## config.mk

```make
export PLATFORM = sky130hd
export DESIGN_NAME = led_rate_scheduler
export DESIGN_NICKNAME = d
export VERILOG_FILES = /design/src/rtl/led_rate_scheduler.sv
export SDC_FILE = /design/constraint.sdc
export NUM_CORES = 1
export LEC_CHECK = 0
export ABC_CLOCK_PERIOD_IN_PS = 6300
export CORE_AREA = 4 4 131 133
export CTS_BUF_LIST = sky130_fd_sc_hd__clkbuf_4
export DETAILED_ROUTE_END_ITERATION = 6
export DIE_AREA = 0 0 135 137
export PLACE_DENSITY = 0.55
export SLEW_MARGIN = 5
export SYNTH_ARGS = -nofsm -noshare
export SYNTH_HDL_FRONTEND = slang
export SYNTH_SLANG_ARGS = --single-unit
```

## constraint.sdc

```tcl
create_clock -name clock -period 6.3 [get_ports clock]
set_clock_uncertainty 0.05 [all_clocks]
set_input_delay 1.89 -clock clock [delete_from_list [all_inputs] [get_ports clock]]
set_output_delay 1.89 -clock clock [all_outputs]
set_load 0.1 [all_outputs]
```

## src/rtl/led_rate_scheduler.sv

```systemverilog
// LED rate scheduler: steps a 4-bit LED counter at one of four blink rates.
// The rate comes from debounced one-hot switches (MANUAL) or rotates after a
// fixed number of steps (AUTO). A debounced button toggles between the two.

// Two-flop synchroniser followed by a consecutive-sample debouncer.
module led_rate_debounce #(
  parameter int W          = 1,
  parameter int DEB_CYCLES = 1000000
) (
  input  logic         clock,
  input  logic         n_reset,
  input  logic [W-1:0] din,
  output logic [W-1:0] dout
);
  localparam int CW = (DEB_CYCLES > 2) ? $clog2(DEB_CYCLES) : 1;
  // The sample that reaches DEB_CYCLES-1 is the one that also loads stable.
  localparam logic [CW-1:0] CNT_LAST = CW'(DEB_CYCLES - 2);

  logic [W-1:0]  meta_r, sync_r, prev_r, stable_r, stable_n;
  logic [CW-1:0] cnt_r, cnt_n;

  // Count consecutive agreeing samples that differ from the accepted value.
  always_comb begin
    stable_n = stable_r;
    cnt_n    = {CW{1'b0}};
    if ((sync_r == stable_r) || (sync_r != prev_r)) begin
      cnt_n = {CW{1'b0}};
    end else if (cnt_r == CNT_LAST) begin
      stable_n = sync_r;
      cnt_n    = {CW{1'b0}};
    end else begin
      cnt_n = cnt_r + CW'(1'b1);
    end
  end

  // Synchroniser chain, previous-sample register and debounce state.
  always_ff @(posedge clock or negedge n_reset) begin
    if (!n_reset) begin
      meta_r   <= {W{1'b0}};
      sync_r   <= {W{1'b0}};
      prev_r   <= {W{1'b0}};
      stable_r <= {W{1'b0}};
      cnt_r    <= {CW{1'b0}};
    end else begin
      meta_r   <= din;
      sync_r   <= meta_r;
      prev_r   <= sync_r;
      stable_r <= stable_n;
      cnt_r    <= cnt_n;
    end
  end

  assign dout = stable_r;
endmodule

module led_rate_scheduler #(
  parameter int TICK_DIV   = 12500000,
  parameter int DEB_CYCLES = 1000000,
  parameter int DWELL      = 8
) (
  input  logic       clock,
  input  logic       n_reset,
  input  logic [3:0] sw,
  input  logic       btn_mode,
  output logic [3:0] led,
  output logic [1:0] rate_sel,
  output logic       auto_mode,
  output logic       active,
  output logic       step
);
  localparam int PW  = (TICK_DIV > 1) ? $clog2(TICK_DIV) : 1;
  localparam int DWW = (DWELL > 1) ? $clog2(DWELL) : 1;
  localparam logic [PW-1:0]  TICK_LAST  = PW'(TICK_DIV - 1);
  localparam logic [DWW-1:0] DWELL_LAST = DWW'(DWELL - 1);

  typedef enum logic [1:0] {IDLE = 2'd0, MANUAL = 2'd1, AUTO = 2'd2} state_t;

  function automatic logic is_onehot4(input logic [3:0] v);
    case (v)
      4'b0001, 4'b0010, 4'b0100, 4'b1000: is_onehot4 = 1'b1;
      default:                            is_onehot4 = 1'b0;
    endcase
  endfunction

  function automatic logic [1:0] onehot_index(input logic [3:0] v);
    case (v)
      4'b0010: onehot_index = 2'd1;
      4'b0100: onehot_index = 2'd2;
      4'b1000: onehot_index = 2'd3;
      default: onehot_index = 2'd0;
    endcase
  endfunction

  logic [3:0]     sw_stable_s;
  logic           btn_stable_s, btn_stable_d_r, mode_evt_s;
  logic           sw_onehot_s, tick_s, qual_s;
  logic [1:0]     sw_idx_s;
  state_t         state_r, state_n;
  logic [3:0]     led_r, led_n;
  logic [1:0]     rate_r, rate_n;
  logic [2:0]     phase_r, phase_n;
  logic [PW-1:0]  pre_r, pre_n;
  logic [DWW-1:0] dwell_r, dwell_n;
  logic           step_r, step_n, auto_r, auto_n, active_r, active_n;

  led_rate_debounce #(.W(4), .DEB_CYCLES(DEB_CYCLES)) u_sw_deb (
    .clock(clock), .n_reset(n_reset), .din(sw), .dout(sw_stable_s)
  );
  led_rate_debounce #(.W(1), .DEB_CYCLES(DEB_CYCLES)) u_btn_deb (
    .clock(clock), .n_reset(n_reset), .din(btn_mode), .dout(btn_stable_s)
  );

  assign mode_evt_s  = btn_stable_s & ~btn_stable_d_r;
  assign sw_onehot_s = is_onehot4(sw_stable_s);
  assign sw_idx_s    = onehot_index(sw_stable_s);
  assign tick_s      = (pre_r == TICK_LAST);

  // A tick produces a step only on the phases belonging to the current rate.
  always_comb begin
    qual_s = 1'b0;
    case (rate_r)
      2'd3:    qual_s = 1'b1;
      2'd2:    qual_s = phase_r[0];
      2'd1:    qual_s = &phase_r[1:0];
      default: qual_s = &phase_r;
    endcase
  end

  // Next state and datapath; mode event beats switch change beats step.
  always_comb begin
    state_n = state_r;
    led_n   = led_r;
    rate_n  = rate_r;
    dwell_n = dwell_r;
    step_n  = 1'b0;
    if (tick_s) begin
      pre_n   = {PW{1'b0}};
      phase_n = phase_r + 3'd1;
    end else begin
      pre_n   = pre_r + PW'(1'b1);
      phase_n = phase_r;
    end
    case (state_r)
      IDLE: begin
        led_n   = 4'd0;
        rate_n  = 2'd0;
        dwell_n = {DWW{1'b0}};
        phase_n = 3'd0;
        if (mode_evt_s) begin
          state_n = AUTO;
          pre_n   = {PW{1'b0}};
        end else if (sw_onehot_s) begin
          state_n = MANUAL;
          rate_n  = sw_idx_s;
        end else begin
          state_n = IDLE;
        end
      end
      MANUAL: begin
        if (mode_evt_s) begin
          state_n = AUTO;
          led_n   = 4'd0;
          rate_n  = 2'd0;
          phase_n = 3'd0;
          pre_n   = {PW{1'b0}};
          dwell_n = {DWW{1'b0}};
        end else if (!sw_onehot_s) begin
          state_n = IDLE;
          led_n   = 4'd0;
          rate_n  = 2'd0;
          phase_n = 3'd0;
        end else if (sw_idx_s != rate_r) begin
          led_n   = 4'd0;
          rate_n  = sw_idx_s;
          phase_n = 3'd0;
          pre_n   = {PW{1'b0}};
        end else if (tick_s && qual_s) begin
          step_n = 1'b1;
          led_n  = led_r + 4'd1;
        end else begin
          state_n = MANUAL;
        end
      end
      AUTO: begin
        if (mode_evt_s) begin
          led_n   = 4'd0;
          dwell_n = {DWW{1'b0}};
          if (sw_onehot_s) begin
            state_n = MANUAL;
            rate_n  = sw_idx_s;
          end else begin
            state_n = IDLE;
            rate_n  = 2'd0;
            phase_n = 3'd0;
          end
        end else if (tick_s && qual_s) begin
          step_n = 1'b1;
          led_n  = led_r + 4'd1;
          if (dwell_r == DWELL_LAST) begin
            dwell_n = {DWW{1'b0}};
            rate_n  = rate_r + 2'd1;
          end else begin
            dwell_n = dwell_r + DWW'(1'b1);
          end
        end else begin
          state_n = AUTO;
        end
      end
      default: begin
        state_n = IDLE;
        led_n   = 4'd0;
        rate_n  = 2'd0;
        phase_n = 3'd0;
        dwell_n = {DWW{1'b0}};
      end
    endcase
    auto_n   = (state_n == AUTO);
    active_n = (state_n != IDLE);
  end

  // State register plus registered outputs and the button edge history.
  always_ff @(posedge clock or negedge n_reset) begin
    if (!n_reset) begin
      state_r        <= IDLE;
      led_r          <= 4'd0;
      rate_r         <= 2'd0;
      phase_r        <= 3'd0;
      pre_r          <= {PW{1'b0}};
      dwell_r        <= {DWW{1'b0}};
      step_r         <= 1'b0;
      auto_r         <= 1'b0;
      active_r       <= 1'b0;
      btn_stable_d_r <= 1'b0;
    end else begin
      state_r        <= state_n;
      led_r          <= led_n;
      rate_r         <= rate_n;
      phase_r        <= phase_n;
      pre_r          <= pre_n;
      dwell_r        <= dwell_n;
      step_r         <= step_n;
      auto_r         <= auto_n;
      active_r       <= active_n;
      btn_stable_d_r <= btn_stable_s;
    end
  end

  assign led       = led_r;
  assign rate_sel  = rate_r;
  assign auto_mode = auto_r;
  assign active    = active_r;
  assign step      = step_r;
endmodule

```

Yosys cells after proc, flatten, opt, wreduce, memory -nomap -nowiden
Cells that the tools add are included.
{"block": "word_totals", "register_bits": 102, "input_bits": 7, "out_inout_bits": 9}
{"block": "classes", "n_addsub": 7, "eq_ne": 23, "muxes": 55, "n_bitwise": 4, "n_reduce_logical": 12}
{"op": "$mux W24", "n": 5}
{"op": "$mux W20", "n": 4}
{"op": "$pmux W24 S2", "n": 1}
{"op": "$add A20 B1 Y20 const B", "n": 2}
{"op": "$eq A20 B20 Y1 const B", "n": 2}
{"op": "$mux W2", "n": 15}
{"op": "$mux W3", "n": 10}
{"op": "$add A24 B1 Y24 const B", "n": 1}
{"op": "$eq A24 B24 Y1 const B", "n": 1}
{"op": "$mux W4", "n": 5}
{"op": "$pmux W2 S3", "n": 3}
{"op": "$pmux W3 S2", "n": 2}
{"op": "$eq A2 B2 Y1 const B", "n": 4}
{"op": "$pmux W4 S2", "n": 1}
{"op": "$reduce_and A2 Y1", "n": 4}
{"op": "$mux W1", "n": 7}
{"op": "$add A3 B1 Y3 const B", "n": 2}
{"op": "$ne A3 B3 Y1 const B", "n": 2}
{"op": "$reduce_and A3 Y1", "n": 2}
{"op": "$add A4 B1 Y4 const B", "n": 1}
{"op": "$eq A2 B1 Y1 const B", "n": 2}
{"op": "$eq A4 B1 Y1 const B", "n": 1}
{"op": "$eq A4 B2 Y1 const B", "n": 1}
{"op": "$eq A4 B3 Y1 const B", "n": 1}
{"op": "other kinds (19)", "n": 22}

Longest topological paths before layout
{"block": "logic_depth", "depth_word": 9, "ltp_mapped": 8, "mapped_depth_nobuf": 7}

By module
Synthesis repeated with hierarchy kept, for this count alone.
{"block": "unflattened", "cells_unflattened": 543, "hier_area_um2": 5515.3}
{"module": "led_rate_scheduler", "n_inst": 1, "cells_each": 282, "area_each_um2": 2747.6}
{"module": "led_rate_debounce at u_sw_deb", "n_inst": 1, "cells_each": 143, "area_each_um2": 1616.6}
{"module": "led_rate_debounce at u_btn_deb", "n_inst": 1, "cells_each": 118, "area_each_um2": 1151.1}

Worst setup path after synthesis
No wires, ideal clock.
{"block": "synth_path", "kind": "reg2out", "startpoint": "register rate_r[0] (netlist: rate_sel[0])", "endpoint": "output port rate_sel[0]", "arrival_time_ps": 1000, "required_time_ps": 4360, "setup_slack_ps": 3360, "stages_incl_launch_ff": 1, "path_cell_list": "dfrtp_1"}
{"element": "start, declared", "line_no": "100", "text": "logic [1:0] rate_r, rate_n;"}
{"element": "start signal, assigned", "line_no": "237", "text": "rate_r <= rate_n;"}
{"element": "end, declared", "line_no": "66", "text": "output logic [1:0] rate_sel,"}
No word-level cell between the ends.

Final worst setup path
{"block": "layout_path", "startpoint": "register rate_r[0] (netlist: rate_sel[0])", "endpoint": "output port rate_sel[0]"}
No word-level cell between the ends.

==> results.yml <==
global_route:
  grt_max_degree: 65
  antenna_found_initial: 0
  globalRoute.totalOverflow: 0
  grt_pass1_vias: 3563
  grt_first_pass_wirelength_um: 17100
  grt_util_all_layers_pct: 11.4
yosys:
  synth.cell_area_mm2: 0.00519
  ys_seq_area_share_pct: 49.2
  synth-edff-count: 0
  yosys_most_used_dff: "sky130_fd_sc_hd__dfrtp_1"
  postSynthAreaPerCell_um2: 10.2
  synth-seq-cells: 102
  syn_nets: 533
  yosysWarningCount: 0
  ys_types: 61
  syn_inst: 508
  asyncSetResetFlopFracSynth_pct: 100
placement:
  preCtsSetupSlack_ps: 2700
  gp_congestion: 0.759
  place.port_buffers: 15
  detailed_place_hpwl_um: 6700
  placed_cells_incl_taps: 726
worst_setup_path:
  path_depth: 1
  crit_buf_inv: 1
  critPathRequiredTime_ps: 4360
  kind_of_cell_adding_the_most_delay_to_the_critical_path: "buffers and inverters"
  timing.critical_path.slowest_cell_delay_ps: 1190
  crit_path_cell_trace: "clkdlybuf4s50_1"
  path_max_fanout: 9
  worst_setup_path_end_kind: "primary output"
  cp_slowest_cell: "sky130_fd_sc_hd__clkdlybuf4s50_1"
  cp-start-kind: "flop"
  ff2ff_path_depth: 7
  critPathKind: "flop to primary output"
  cp.arrival_ps: 2180
clock_network:
  post_cts_buffers: 0
  resized_gates_after_cts: 0
  clock_buffer_count_from_cts: 9
  clock_latency_ps: 470
  cts_buffer_depth: 2
  cell_chosen_for_the_clock_root: "sky130_fd_sc_hd__clkbuf_4"
  tritoncts_clock_tree: "yes"
  hold_buffers: 0
  clkTransAtPathRegs_ps: 170
  cts_sinks: 102
  htree_num_levels: 3
floorplan:
  die_footprint_mm2: 0.0185
  die_width_um: 135
  initial_core_util_pct: 32.8
  std_cell_rows: 46
  pin_count: 16
  core-area_mm2: 0.0158
  die_y_um: 137
power:
  power.switching_fraction_pct: 25.0
  p_leak_nw: 2.28
  power_report.internal_total_w: 0.000801
  power.density_cell_area_mw_per_mm2: 187
  clkPwrFrac_pct: 35.1
  share_comb_of_total_power_pct: 2.5
  seq_pwr_share_pct: 62.4
  power.switching_w: 0.000266
  report.power.total_w: 0.00107
  peak_vdd_ir_mv: 0.0741
drt:
  post-route-drc-count: 0
  wl_final_um: 9570
  drtIter0Drc: 219
  avgRoutedWirePerCell_um: 12.9
  vias: 3459
  detailedRoute.firstPassIterationCount: 4
  route.detailed.vias_per_inst: 4.66
  ant_nets: 0
sta:
  report.final.setup_viol: 0
  hold_violations: 0
  fin_worst_hold_slack_ps: 325
  period_needed_ps: 4120
  final_min_period_over_clock_period_pct: 65.4
  setup_total_negative_slack_ps: 0
  final_critical_path_setup_slack_ps: 2180
  timing.final.max_slew_violations: 0
  rsz0062_at_grt: "false"
  timing.slew.headroom_pct: 34.5
  fmax_mhz: 243
  timing_worst_slew_pin_value_ps: 979
run_status:
  outcome: "finished clean"
hold_path:
  min_path_type: "flop to flop"
  worst_hold_depth: 0
layout:
  final_cell_mix: "sky130_fd_sc_hd__dfrtp_1 (102), sky130_fd_sc_hd__nor2_1 (85), sky130_fd_sc_hd__xnor2_1 (47), sky130_fd_sc_hd__nand3_1 (32), sky130_fd_sc_hd__nand2_1 (29)"
  multiInputGateArea_mm2: 0.00247
  nFillCells: 1594
  nNetsFinal: 546
  instances_no_fill: 743
  post_route_cells_drive_above_1_share_pct: 9.13
  layout.cells.most_common: "sky130_fd_sc_hd__dfrtp_1"
  seq_area_mm2: 0.00255
  area_delta_synth_final_pct: 9.77
run:
  max_cap_violation_count: 0
==> Yosys cell counts, types with 3 or more instances <==
| cell type | instances | area (µm²) |
|---|---|---|
| sky130_fd_sc_hd__or3_1 | 3 | 18.8 |
| sky130_fd_sc_hd__inv_1 | 22 | 82.6 |
| sky130_fd_sc_hd__nand3_1 | 32 | 160 |
| sky130_fd_sc_hd__dfrtp_1 | 102 | 2550 |
| sky130_fd_sc_hd__and4_1 | 4 | 35.0 |
| sky130_fd_sc_hd__or2_2 | 4 | 25.0 |
| sky130_fd_sc_hd__mux2_2 | 7 | 78.8 |
| sky130_fd_sc_hd__ha_1 | 18 | 225 |
| sky130_fd_sc_hd__nand3_2 | 3 | 30.0 |
| sky130_fd_sc_hd__o21ai_0 | 5 | 25.0 |
| sky130_fd_sc_hd__buf_2 | 6 | 30.0 |
| sky130_fd_sc_hd__nand2_1 | 29 | 109 |
| sky130_fd_sc_hd__xnor2_1 | 47 | 412 |
| sky130_fd_sc_hd__nand4_1 | 17 | 106 |
| sky130_fd_sc_hd__a21oi_1 | 17 | 85.1 |
| sky130_fd_sc_hd__a31oi_1 | 4 | 25.0 |
| sky130_fd_sc_hd__xor2_1 | 23 | 201 |
| sky130_fd_sc_hd__and3_1 | 4 | 25.0 |
| sky130_fd_sc_hd__a2111o_1 | 3 | 33.8 |
| sky130_fd_sc_hd__nor3b_1 | 3 | 22.5 |
| sky130_fd_sc_hd__nor4_1 | 9 | 56.3 |
| sky130_fd_sc_hd__nor2b_1 | 3 | 18.8 |
| sky130_fd_sc_hd__nor2_1 | 85 | 319 |
| sky130_fd_sc_hd__clkbuf_1 | 4 | 15.0 |
| sky130_fd_sc_hd__nor3_1 | 9 | 45.0 |
==> through the flow <==
stage	util [%]	instance area, µm²
finish	36.0	5700
global route	36.0	5690
CTS	36.0	5690
detailed placement	35.0	5540
global placement	35.0	5540
floorplan	-	5190
==> worst paths after layout <==
| path | startpoint | end | slack (ps) |
|---|---|---|---|
| setup / recovery | rate_sel[0] | rate_sel[0] | 2180 |
| hold / removal | u_sw_deb.meta_r[2] | u_sw_deb.sync_r[2] | 320 |
| setup reg to reg | rate_sel[0] | auto_mode | 3770 |
| hold reg to reg | u_sw_deb.meta_r[2] | u_sw_deb.sync_r[2] | 320 |
| max in group asynchronous | n_reset | u_btn_deb.cnt_r[0] | 3750 |
| min in group asynchronous | n_reset | pre_r[19] | 1440 |
==> kinds of logic (layout without fill, tap and decap cells) <==
| kind of cell | after synthesis | count (layout) | synth area share, % |
|---|---|---|---|
| DFF | 102 | 102 | 49.2 |
| and+or+nand+nor | 223 | 223 | 22.5 |
| other | 0 | 1 | 0 |
| AOI/OAI and AO/OA | 50 | 50 | 7.16 |
| xor gates and xnor gates | 70 | 70 | 11.8 |
| adders and majority gates | 18 | 18 | 4.34 |
| muxes | 9 | 9 | 1.91 |
| buffers and inverters | 36 | 54 | 3.11 |
==> routing by layer <==
| metal | GRT usage, % | vias to the layer above | share of wire, % |
|---|---|---|---|
| met5 | 0 | - | 0 |
| met1 | 15.7 | 1651 | 52 |
| met4 | 2.52 | 0 | 0.87 |
| li1 | - | 1773 | - |
| met2 | 17.6 | 29 | 45 |
| met3 | 3.46 | 6 | 3.0 |
==> area by class of cell <==
class	count	share of cell area, %
Antenna cell	1	0.0439
Clock buffer	9	1.19
Clock inverter	7	1.58
Inverter	22	1.45
Multi-Input combinational cell	370	43.5
Sequential cell	102	44.8
Tap cell	216	4.75
Timing Repair Buffer	16	2.72
==> flip-flops by register name, summed over array words and instances, names as in the netlist, 3 cells and up <==
register / cells
pre_r: 24
u_sw_deb.prev_r: 4
u_sw_deb.cnt_r: 20
phase_r: 3
u_sw_deb.meta_r: 4
u_sw_deb.sync_r: 4
led: 4
u_sw_deb.dout: 4
dwell_r: 3
u_btn_deb.cnt_r: 20
==> power by group through the flow <==
| stage | registers, W | logic (W) | clock network, W |
|---|---|---|---|
| 2_1_floorplan | 0.000677 | 0.00000908 | 0 |
| 6_report | 0.000666 | 0.0000264 | 0.000375 |
| 4_1_cts | 0.000666 | 0.0000282 | 0.000395 |
| 5_1_grt | 0.000667 | 0.0000313 | 0.000421 |
| 3_3_place_gp | 0.000678 | 0.0000272 | 0 |
| 3_5_place_dp | 0.000678 | 0.0000281 | 0 |
Power figures use the tool's default switching activity.
